<file path="src/rtl/dd_cdc_pkg.sv">
// Shared types and constants for the toggle-handshake CDC transmitter/receiver pair.
package dd_cdc_pkg;

    localparam int XFER_CNT_W = 16;

    typedef enum logic [1:0] {
        IDLE = 2'd0,
        LOAD = 2'd1,
        WAIT = 2'd2
    } hs_tx_state_t;

endpackage

</file>
<file path="src/rtl/dd_sync.sv">
// Multi-flop level synchronizer; output is the last stage of a STAGES-deep shift chain.
module dd_sync #(
    parameter int               WIDTH   = 1,
    parameter int               STAGES  = 2,
    parameter logic [WIDTH-1:0] RST_VAL = '0
) (
    input  logic             clk,
    input  logic             rst_n,
    input  logic [WIDTH-1:0] i_d,
    output logic [WIDTH-1:0] o_q
);

    logic [STAGES-1:0][WIDTH-1:0] r_sync;

    always_ff @(posedge clk or negedge rst_n) begin
        if (!rst_n) begin
            r_sync <= {STAGES{RST_VAL}};
        end else begin
            r_sync <= {r_sync[STAGES-2:0], i_d};
        end
    end

    assign o_q = r_sync[STAGES-1];

endmodule

</file>
<file path="src/rtl/dd_hs_tx.sv">
// Source end of a two-phase req/ack CDC handshake: holds a word on data_o, toggles req_o,
// and waits for the resynchronized ack toggle. A one-entry skid buffer keeps upstream flowing.
module dd_hs_tx
    import dd_cdc_pkg::*;
#(
    parameter int               WIDTH   = 8,
    parameter int               STAGES  = 2,
    parameter logic [WIDTH-1:0] RST_VAL = '0
) (
    input  logic                  clk,
    input  logic                  rst_n,
    input  logic                  valid_i,
    input  logic [WIDTH-1:0]      data_i,
    output logic                  ready_o,
    output logic [WIDTH-1:0]      data_o,
    output logic                  req_o,
    input  logic                  ack_i,
    output logic                  busy_o,
    output logic [XFER_CNT_W-1:0] xfer_cnt_o
);

    hs_tx_state_t          r_state;
    logic                  r_req;
    logic                  r_done;
    logic                  r_pend_v;
    logic [WIDTH-1:0]      r_pend;
    logic [WIDTH-1:0]      r_data;
    logic [XFER_CNT_W-1:0] r_cnt;
    logic                  w_ack_s;
    logic                  w_accept;

    dd_sync #(
        .WIDTH  (1),
        .STAGES (STAGES),
        .RST_VAL(1'b0)
    ) u_ack_sync (
        .clk  (clk),
        .rst_n(rst_n),
        .i_d  (ack_i),
        .o_q  (w_ack_s)
    );

    assign w_accept = valid_i & ~r_pend_v;

    // The ack match is registered into r_done and acted on one edge later, so the
    // FSM only ever reacts to a flopped completion event.
    always_ff @(posedge clk or negedge rst_n) begin
        if (!rst_n) begin
            r_state  <= IDLE;
            r_req    <= 1'b0;
            r_done   <= 1'b0;
            r_pend_v <= 1'b0;
            r_pend   <= '0;
            r_data   <= RST_VAL;
            r_cnt    <= '0;
        end else begin
            r_done <= 1'b0;
            case (r_state)
                IDLE: begin
                    if (w_accept) begin
                        r_data  <= data_i;
                        r_state <= LOAD;
                    end
                end
                LOAD: begin
                    r_req   <= ~r_req;
                    r_state <= WAIT;
                    if (w_accept) begin
                        r_pend   <= data_i;
                        r_pend_v <= 1'b1;
                    end
                end
                WAIT: begin
                    if (r_done) begin
                        r_cnt <= r_cnt + XFER_CNT_W'(1);
                        if (r_pend_v) begin
                            r_data   <= r_pend;
                            r_pend_v <= 1'b0;
                            r_state  <= LOAD;
                        end else if (w_accept) begin
                            r_data  <= data_i;
                            r_state <= LOAD;
                        end else begin
                            r_state <= IDLE;
                        end
                    end else begin
                        r_done <= (w_ack_s == r_req);
                        if (w_accept) begin
                            r_pend   <= data_i;
                            r_pend_v <= 1'b1;
                        end
                    end
                end
                default: r_state <= IDLE;
            endcase
        end
    end

    assign ready_o    = ~r_pend_v;
    assign data_o     = r_data;
    assign req_o      = r_req;
    assign busy_o     = (r_state != IDLE);
    assign xfer_cnt_o = r_cnt;

endmodule
</file>
<file path="config.mk">
export PLATFORM = sky130hd
export DESIGN_NAME = dd_hs_tx
export DESIGN_NICKNAME = d
export VERILOG_FILES = /design/src/rtl/dd_cdc_pkg.sv /design/src/rtl/dd_sync.sv /design/src/rtl/dd_hs_tx.sv
export SDC_FILE = /design/constraint.sdc
export NUM_CORES = 1
export LEC_CHECK = 0
export BUFFER_PORTS_ARGS = -buffer_cell sky130_fd_sc_hd__buf_4
export CAP_MARGIN = 20
export CORE_MARGIN = 2
export CORE_UTILIZATION = 48
export CTS_CLUSTER_DIAMETER = 100
export DETAILED_ROUTE_END_ITERATION = 16
export GPL_TIMING_DRIVEN = 0
export PLACE_DENSITY = 0.73
export REMOVE_ABC_BUFFERS = 1
export SETUP_SLACK_MARGIN = 0.05
export SLEW_MARGIN = 25
export SYNTH_ARGS = -nofsm -noshare
export SYNTH_HDL_FRONTEND = slang
export SYNTH_SLANG_ARGS = --single-unit
</file>
<file path="constraint.sdc">
create_clock -name clk -period 1.6 [get_ports clk]
set_input_delay 0.32 -clock clk [delete_from_list [all_inputs] [get_ports clk]]
set_output_delay 0.32 -clock clk [all_outputs]
set_load 0.05 [all_outputs]
</file>
==> qor.txt, run 1 <==
Status - complete, no violations
Warnings, synthesis - 0
Number of synthesized flops with an enable pin - 0
Storage cell area - 977 um^2
Clock slew seen by the registers of the worst setup and hold paths - 70 ps
Critical path cell sequence - inv_2 > buf_4 > ha_4 > mux2_4 > a21boi_4 > buf_12 > nor2_4 > a21oi_1
Routed wire length - 3.85 mm
Delay-heaviest family, CP - flip-flops
Mean routed wirelength per cell - 15.0 um
Endpoints failing setup - 0
GRT Residual Overflow - 0
Global-route wire length before repair - 6.42 mm
Power per standard cell area - 1690 nW/um^2
Clock Skew - 11.0 ps
Largest net degree at the start of global routing - 40
Crit path buffers/inverters - 3
Hold slack - 133 ps
Nets@finish - 225
Leak Pwr - 1.21 nW
Placed cell areas - 2130 um^2
# clock sinks - 39
Skew-Pair Late Insertion Delay - 300 ps
Core area - 3630 um^2
Most frequent cells in the layout - buf_4, dfrtp_1, xnor2_1
Post-layout min period - 1570 ps
RSZ-0062 raised after global routing - yes
Die H - 65.4 um
Worst Path Arrival - 1750 ps
Layout cells sized above 1 - 47.6%
Iter 0 DRT Violations - 44
Seq/Total Area, Yosys - 54.0%
Initial antenna violation count - 0
Worst slew pin tran - 489 ps
Final core utilization - 69.5%
Syn Std Cell Area - 1810 um^2
Routability-driven placement congestion ratio - 0.703
FMAX - 635 MHz
Worst setup margin - 25.1 ps
H-tree Lvls - 2
Total power - 4.27 mW
Final ANT Viol Nets - 0
Row cnt - 22
Diodes inserted - 0
Vias per cell - 5.19
Relative slew slack - 67.4%
Worst-path fanout max - 7
Slowest stage cell on the critical path - dfrtp_1
Total GRT Usage - 20.2%
Non-Filler Instances - 256
Worst Setup Start Kind - flip-flop
Via count - 1329
Number of global-route vias before repair - 1333
# DRC - 0
Max stage delay on crit path - 370 ps
Chip width - 65.4 um
CTS Buf Count - 5
I/O pin total - 39
CP required - 1780 ps
Max Slew Vio Count - 0
Worst hold path type - input pin to flip-flop
Max-cap violations - 0
Synth Register Bits - 39
Detailed Routing Iterations Pass 1 - 4
Root buf cell - clkbuf_8
Worst VDD drop - 1.01 mV
Area of the multi-input gates - 902 um^2
Ys flop type - dfrtp_1
Fin crit share - 98.4%
Async set-or-reset flop fraction in the synthesized netlist - 100%
Die area - 4270 um^2
Pre-CTS setup slack - -354 ps
DP HPWL - 2.39 mm
Area Overhead vs Synth - 39.8%
Initial Util - 49.7%
CTS tree - yes
TNS Setup - 0 ps
Unique masters post-synth - 35
Mapped Cells - 149
Cell area after layout - 2530 um^2
Filler cells - 262
Synthesized area per cell - 12.1 um^2
Clock buffer depth - 2
Final Hold Viols - 0
Port bufs - 38
Crit Path Class - flip-flop to flip-flop
Post-Place Cells - 232
CP endpoint kind - flip-flop
Most common cell after layout, fill and taps aside - buf_4
worst reg2reg max path: stages (launching register included):
cell	delay [ps]
dfrtp_1	370
inv_2	70
buf_4	140
ha_4	170
mux2_4	280
a21boi_4	150
buf_12	160
nor2_4	80
a21oi_1	40
report_power, final:
group / internal (mW) / switching [mW] / total [mW]
Clock: 0.504 / 0.342 / 0.846
Combinational: 0.806 / 1.12 / 1.93
Sequential: 1.25 / 0.239 / 1.49
Total: 2.56 / 1.70 / 4.27
state kept, by name, summed over array words and instances (netlist names):
signal,flops
data_o,8
r_done,1
r_pend,8
r_pend_v,1
r_state,2
req_o,1
u_ack_sync.o_q,1
u_ack_sync.r_sync,1
xfer_cnt_o,16
path summary, 6_finish.rpt:
path / from / end / slack, ps / cells past startpoint
min reg2reg: u_ack_sync.r_sync[0] / u_ack_sync.o_q / 360 / 0
max: r_state[0] / data_o[0] / 30 / 8
max in group asynchronous: rst_n / r_state[1] / 710 / 2
min: ack_i / u_ack_sync.r_sync[0] / 130 / 1
min in group asynchronous: rst_n / xfer_cnt_o[10] / 520 / 2
max reg2reg: r_state[0] / data_o[0] / 30 / 8
cells in the mapped netlist (2+ instances only):
master   number  share of area (%)
nor2_2        8                2.8
xnor2_1      10                4.8
dfrtp_1      39                 54
o21ai_0       2               0.55
nor3_1        2               0.55
nand2_1      10                2.1
mux2_1        8                5.0
nor2_1        3               0.62
nor3_2        2                1.1
inv_1         7                1.5
ha_1          6                4.2
nor2b_1       2               0.69
a21oi_1      11                3.0
o22ai_1       9                3.1
xor2_1        7                3.4
and3_1        2               0.69
nand3_1       3               0.83
metal layers:
metal / share of wire [%] / global-route usage [%] / vias up
met3: 5.2 / 5.82 / 9
met5: 0 / 0 / -
met1: 41 / 25.2 / 655
met2: 53 / 33.9 / 36
li1: - / - / 629
met4: 1.4 / 5.99 / 0
repair_timing:
item,in CTS,in global routing
buffers inserted,11,4
endpoints found under the setup margin,29,26
endpoints found under the hold margin,22,0
pin swaps,4,5
hold buffers,1,0
resized for setup,19,14
cell type report:
type | instances | area share (%)
flip-flops and latches | 39 | 38.7
inverters | 7 | 1.14
repair buffers | 54 | 17.4
multi-input cells | 100 | 35.7
well taps | 48 | 2.38
clock inverters | 2 | 1.39
clock buffers | 6 | 3.27
kinds of logic (layout without fill, tap and decap cells):
kind of cell	after synthesis	count (layout)	share of synthesized area, %
AOI/OAI and AO/OA	26	26	8.86
xor gates and xnor gates	17	17	8.24
adders and majority gates	6	6	4.16
buffers and inverters	10	69	2.77
DFF	39	39	54.0
muxes	10	10	6.44
and+or+nand+nor	41	41	15.5
Note: power is estimated with default switching activity, not from simulation.
==> run 2, diff against run 1 <==
SYNTH_HIERARCHICAL = 1   (was unset)
==> qor.txt, run 2 <==
Row cnt - 22 (unchanged)
RSZ-0062 raised after global routing - yes
Relative slew slack - 67.2% (-0.16 points)
CTS tree - yes
Total power - 3.88 mW (-9.1%)
Fin crit share - 97.4% (-1.1 points)
Power per standard cell area - 1620 nW/um^2 (-4.2%)
Top-count cell post-synth - dfrtp_1
Nets@finish - 218 (-3.1%)
Via count - 1315 (-1.1%)
Worst Path Arrival - 1770 ps (+20 ps)
DP HPWL - 2.44 mm (+2.0%)
Critical path cell sequence - inv_2 > ha_4 > and4_4 > nand4_4 > nor4_4 > xor2_1
Most common cell after layout, fill and taps aside - buf_4
Layout cells sized above 1 - 43.8% (-3.8 points)
Global-route wire length before repair - 6.17 mm (-3.9%)
Syn Std Cell Area - 1810 um^2 (unchanged)
Core area - 3630 um^2 (unchanged)
Largest net degree at the start of global routing - 40 (unchanged)
Hold slack - -12.9 ps (-146 ps)
Max stage delay on crit path - 400 ps (+30 ps)
Area Overhead vs Synth - 32.8%
Post-synth top area share - 54.0% (unchanged)
Clock slew seen by the registers of the worst setup and hold paths - 80 ps (about the same)
Unique masters post-synth - 35 (unchanged)
Endpoints failing setup - 0 (unchanged)
Failing checks - hold timing
Clock Skew - 9.19 ps (-1.81 ps)
Area of the multi-input gates - 872 um^2 (-3.3%)
Crit path buffers/inverters - 1 (-2)
# clock sinks - 39 (unchanged)
Worst slew pin tran - 492 ps (+2.46 ps)
Ys flop type - dfrtp_1
Detailed Routing Iterations Pass 1 - 4 (unchanged)
Routed wire length - 3.71 mm (-3.7%)
Seq/Total Area, Yosys - 54.0% (unchanged)
Worst setup margin - 42.2 ps (+17.1 ps)
Status - finished with violations
Number of global-route vias before repair - 1306 (-2.0%)
Max FFs per register - 16 (unchanged)
Pre-CTS setup slack - -374 ps (-20.3 ps)
CP endpoint kind - flip-flop
Critical R2R Capture - xfer_cnt_o[15]
Routability-driven placement congestion ratio - 0.806 (+15%)
Slowest stage cell on the critical path - dfrtp_1
Chip width - 65.4 um (unchanged)
Worst hold path type - input pin to asynchronous set/reset pin
Post-synthesis compound-gate area fraction - 8.86% (unchanged)
Combinational family with the most area after synthesis - simple AND/OR/NAND/NOR gates
Storage cell area - 977 um^2 (unchanged)
Most frequent cells in the layout - buf_4, dfrtp_1, a21oi_1
Vias per cell - 5.28 (+1.7%)
Diodes inserted - 0 (unchanged)
Synth Register Bits - 39 (unchanged)
Final ANT Viol Nets - 0 (unchanged)
Cts hold-fix bufs - 0 (-1)
Filler cells - 292 (+11%)
Iter 0 DRT Violations - 31 (-30%)
Cell taking the most area after synthesis - dfrtp_1
Worst-path fanout max - 6 (-1)
Initial Util - 49.7% (unchanged)
GRT Residual Overflow - 0 (unchanged)
Die area - 4270 um^2 (unchanged)
Mean routed wirelength per cell - 14.9 um (-0.98%)
CP required - 1810 ps (+30 ps)
Adder-Cell Fraction of Synth Area - 4.16% (unchanged)
I/O pin total - 39 (unchanged)
Area contributors post-synth - dfrtp_1, mux2_1, xnor2_1
Mapped Cells - 149 (unchanged)
Worst VDD drop - 1.03 mV (+1.8%)
FMAX - 642 MHz (+1.1%)
Delay-heaviest family, CP - simple AND/OR/NAND/NOR gates
Synthesized area per cell - 12.1 um^2 (unchanged)
Clock buffer depth - 2 (unchanged)
CTS Buf Count - 5 (unchanged)
Mux share of post-synthesis cell area - 6.44% (unchanged)
Leak Pwr - 1.15 nW (-4.6%)
Total GRT Usage - 18.8% (-1.3 points)
Post-synth top cells - dfrtp_1, a21oi_1, nand2_1, xnor2_1, o22ai_1
Die H - 65.4 um (unchanged)
Post-layout min period - 1560 ps (-17.1 ps)
Root buf cell - clkbuf_8
Crit Path Class - flip-flop to flip-flop
Synth Area in Simple Gates - 15.5% (unchanged)
Number of synthesized flops with an enable pin - 0 (unchanged)
XOR/XNOR share of the synthesized area - 8.24% (unchanged)
# DRC - 0 (unchanged)
Cells on worst reg2reg path - 6 (-2)
Max Slew Vio Count - 0 (unchanged)
H-tree Lvls - 2 (unchanged)
Initial antenna violation count - 0 (unchanged)
Port bufs - 38 (unchanged)
Worst Setup Start Kind - flip-flop
Async set-or-reset flop fraction in the synthesized netlist - 100% (unchanged)
Skew-Pair Late Insertion Delay - 290 ps (about the same)
Warnings, synthesis - 6 (+6)
Max-cap violations - 0 (unchanged)
FF-to-FF Start - r_state[0]
Final Hold Viols - 16 (+16)
Reg2Reg Setup Slack - 40 ps (+20 ps)
## run 2: timing repair
action                                  in CTS  in global routing
setup buffers                                7                  3
pin swaps                                    3                  1
endpoints found under the setup margin      29                 26
resized for setup                           18                  6
## run 2: how the worst max path moves through the flow
stage                     from             end  cells past startpoint  slack (ps)
floorplan           r_state[0]  xfer_cnt_o[15]                      6         -50
global placement    r_state[0]       data_o[1]                      6        -290
detailed placement  r_state[0]       data_o[6]                      6        -370
CTS                 r_state[0]       data_o[6]                      8          20
global route        r_state[0]  xfer_cnt_o[15]                      6         -70
finish              r_state[0]  xfer_cnt_o[15]                      6          40
## run 2: cell families (layout without fill, tap and decap cells)
| group | after synthesis | after routing |
|---|---|---|
| and+or+nand+nor | 41 | 41 |
| DFF | 39 | 39 |
| AOI/OAI and AO/OA | 26 | 26 |
| xor gates and xnor gates | 17 | 17 |
| muxes | 10 | 10 |
| buffers and inverters | 10 | 62 |
| adders and majority gates | 6 | 6 |
## run 2: report_power, final
part	internal [mW]	leakage [nW]	switching, mW
clock	0.306	0.0422	0.329
combinational	0.713	0.621	1.06
sequential	1.25	0.488	0.221
total	2.27	1.15	1.61
## run 2: layout make-up
cell class | count | share of cell area [%]
Tap cell | 48 | 2.50
Multi-Input combinational cell | 100 | 36.4
Timing Repair Buffer | 47 | 15.9
Inverter | 7 | 1.10
Clock buffer | 7 | 3.18
Sequential cell | 39 | 40.7
Clock inverter | 1 | 0.209
## run 2: routing by layer
metal	wire (um)	GRT usage [%]	vias up	part of all wire [%]
met5	0	0	-	0
met4	37	5.99	0	1.0
met3	193	4.11	7	5.2
met2	1920	31.8	45	52
met1	1560	24.2	647	42
li1	-	-	616	-
## run 2: through the flow
step	setup TNS, ps	util (%)	std cells	area, um^2
floorplan	-731	-	146	1780
finish	0	66.0	249	2400
global route	-478	66.0	249	2400
detailed placement	-6690	58.6	232	2130
CTS	0	64.9	247	2360
global placement	-5490	58.6	232	2130
==> run 3, diff against run 2 <==
CORE_UTILIZATION = 50   (was 48)
CTS_BUF_LIST = sky130_fd_sc_hd__clkbuf_8   (was unset)
PLACE_DENSITY = 0.75   (was 0.73)
==> qor.txt, run 3 (synthesis gave the netlist of run 2 again) <==
Critical path cell sequence - inv_2 > ha_4 > buf_6 > nand2_4 > o21ai_4 > nor2_4 > buf_12 > mux2_4
Global-route wire length before repair - 6.56 mm (+6.3%)
Mean routed wirelength per cell - 15.9 um (+6.8%)
Endpoints failing setup - 4 (+4)
Max stage delay on crit path - 400 ps (about the same)
Row cnt - 21 (-4.5%)
Die area - 4110 um^2 (-3.8%)
Placed cell areas - 2130 um^2 (-0.12%)
Crit Path Class - flip-flop to flip-flop
I/O pin total - 39 (unchanged)
Number of global-route vias before repair - 1378 (+5.5%)
Worst hold path type - input pin to asynchronous set/reset pin
Total GRT Usage - 20.7% (+1.9 points)
Routed wire length - 3.99 mm (+7.6%)
Most frequent cells in the layout - buf_4, dfrtp_1, xnor2_1
DP HPWL - 2.40 mm (-1.7%)
# DRC - 0 (unchanged)
Port bufs - 38 (unchanged)
Final Hold Viols - 36 (+20)
Iter 0 DRT Violations - 86 (+180%)
CTS tree - yes
Cells on worst reg2reg path - 8 (+2)
Area Overhead vs Synth - 37.7%
Detailed Routing Iterations Pass 1 - 4 (unchanged)
Root buf cell - clkbuf_8
Die H - 64.1 um (-1.9%)
Delay-heaviest family, CP - flip-flops
Switching share of total power - 40.8% (-0.62 points)
Vias per cell - 5.34 (+1.1%)
Skew-Pair Late Insertion Delay - 290 ps (about the same)
CTS Buf Count - 5 (unchanged)
Reg2Reg Setup Slack - -9 ps (-50 ps)
Max-cap violations - 0 (unchanged)
Worst Path Arrival - 1790 ps (+20 ps)
Max FFs per register - 16 (unchanged)
CP endpoint kind - flip-flop
Leak Pwr - 1.20 nW (+4.3%)
Post-layout min period - 1610 ps (+51.1 ps)
Hold slack - -14.5 ps (-1.54 ps)
Slowest stage cell on the critical path - dfrtp_1
Clock buffer depth - 2 (unchanged)
Largest net degree at the start of global routing - 40 (unchanged)
Routability-driven placement congestion ratio - 0.806 (unchanged)
Status - finished with violations
Layout cells sized above 1 - 49.8% (+6.0 points)
Power per standard cell area - 1690 nW/um^2 (+4.5%)
Worst setup margin - -8.85 ps (-51.1 ps)
Seq pwr share - 35.6% (-2.4 points)
Total power - 4.20 mW (+8.4%)
# clock sinks - 39 (unchanged)
Worst VDD drop - 1.17 mV (+13%)
Relative slew slack - 67.4% (+0.14 points)
H-tree Lvls - 2 (unchanged)
GRT Residual Overflow - 0 (unchanged)
Crit path depth - 8 (+2)
Crit path buffers/inverters - 3 (+2)
Fin crit share - 101% (+3.2 points)
RSZ-0062 raised after global routing - yes
Cell area after layout - 2490 um^2 (+3.8%)
Worst-path fanout max - 6 (unchanged)
Worst slew pin tran - 490 ps (-2.16 ps)
Cts hold-fix bufs - 0 (unchanged)
CP required - 1780 ps (-30 ps)
Clock Skew - 11.7 ps (+2.52 ps)
Diodes inserted - 0 (unchanged)
Max Slew Vio Count - 0 (unchanged)
Net Switching - 1.71 mW (+6.8%)
Core area - 3420 um^2 (-6.0%)
Logic pwr share - 46.8% (+1.2 points)
Via count - 1340 (+1.9%)
Clock slew seen by the registers of the worst setup and hold paths - 80 ps (about the same)
Initial Util - 52.9% (+3.2 points)
Most common cell after layout, fill and taps aside - buf_4
Nets@finish - 222 (+1.8%)
Final ANT Viol Nets - 0 (unchanged)
Internal - 2.49 mW (+9.5%)
Chip width - 64.1 um (-1.9%)
FMAX - 622 MHz (-3.2%)
Failing checks - hold timing, setup timing
Clock power share - 17.6% (+1.2 points)
Initial antenna violation count - 0 (unchanged)
Worst Setup Start Kind - flip-flop
==> run 3: cell type report <==
class	count	area [um^2]
Clock inverter	1	7.51
Timing Repair Buffer	51	423
Multi-Input combinational cell	100	901
Inverter	7	26.3
Sequential cell	39	977
Fill cell	242	927
Tap cell	46	57.6
Clock buffer	7	96.3
==> run 3: per-stage QoR <==
| step | TNS [ps] | setup WS [ps] | utilization, % | instances | hold WS, ps |
|---|---|---|---|---|---|
| floorplan | -731 | -54.7 | - | 146 | 24.4 |
| global placement | -5860 | -292 | 62.2 | 230 | 306 |
| detailed placement | -7540 | -386 | 62.2 | 230 | 319 |
| CTS | 0 | 19.2 | 71.0 | 249 | 3.07 |
| global route | -444 | -42.6 | 72.9 | 251 | 16.0 |
| finish | -18.8 | -8.85 | 72.9 | 251 | -14.5 |
==> run 3: worst paths after layout <==
kind                                      startpoint                    to
worst max-delay path                      r_state[0]             r_pend[3]
worst min-delay path                           rst_n            r_state[0]
max in group asynchronous                      rst_n            r_state[1]
worst max register to register            r_state[0]             r_pend[3]
min in group clk                               ack_i  u_ack_sync/r_sync[0]
worst min register to register  u_ack_sync/r_sync[0]        u_ack_sync/o_q
==> run 3: metal layers <==
| metal | track usage [%] | wire length [um] | vias up |
|---|---|---|---|
| met3 | 5.46 | 202 | 6 |
| met5 | 0 | 0 | - |
| li1 | - | - | 623 |
| met2 | 34.0 | 2070 | 33 |
| met4 | 6.38 | 48 | 0 |
| met1 | 26.9 | 1680 | 678 |
==> run 3: repair_timing <==
item	in CTS	in global routing
gates resized for setup	25	12
endpoints found under the setup margin	31	26
hold endpoints to repair	0	0
cloned	0	0
setup buffers	11	4
pin swaps	3	4
==> run 3: power by group through the flow <==
stage	logic, mW	registers [mW]	clock network [mW]
floorplan	0.626	1.90	0
global placement	1.48	1.44	0
detailed placement	1.52	1.47	0
CTS	1.82	1.46	0.750
global route	2.08	1.53	0.804
finish	1.97	1.50	0.740
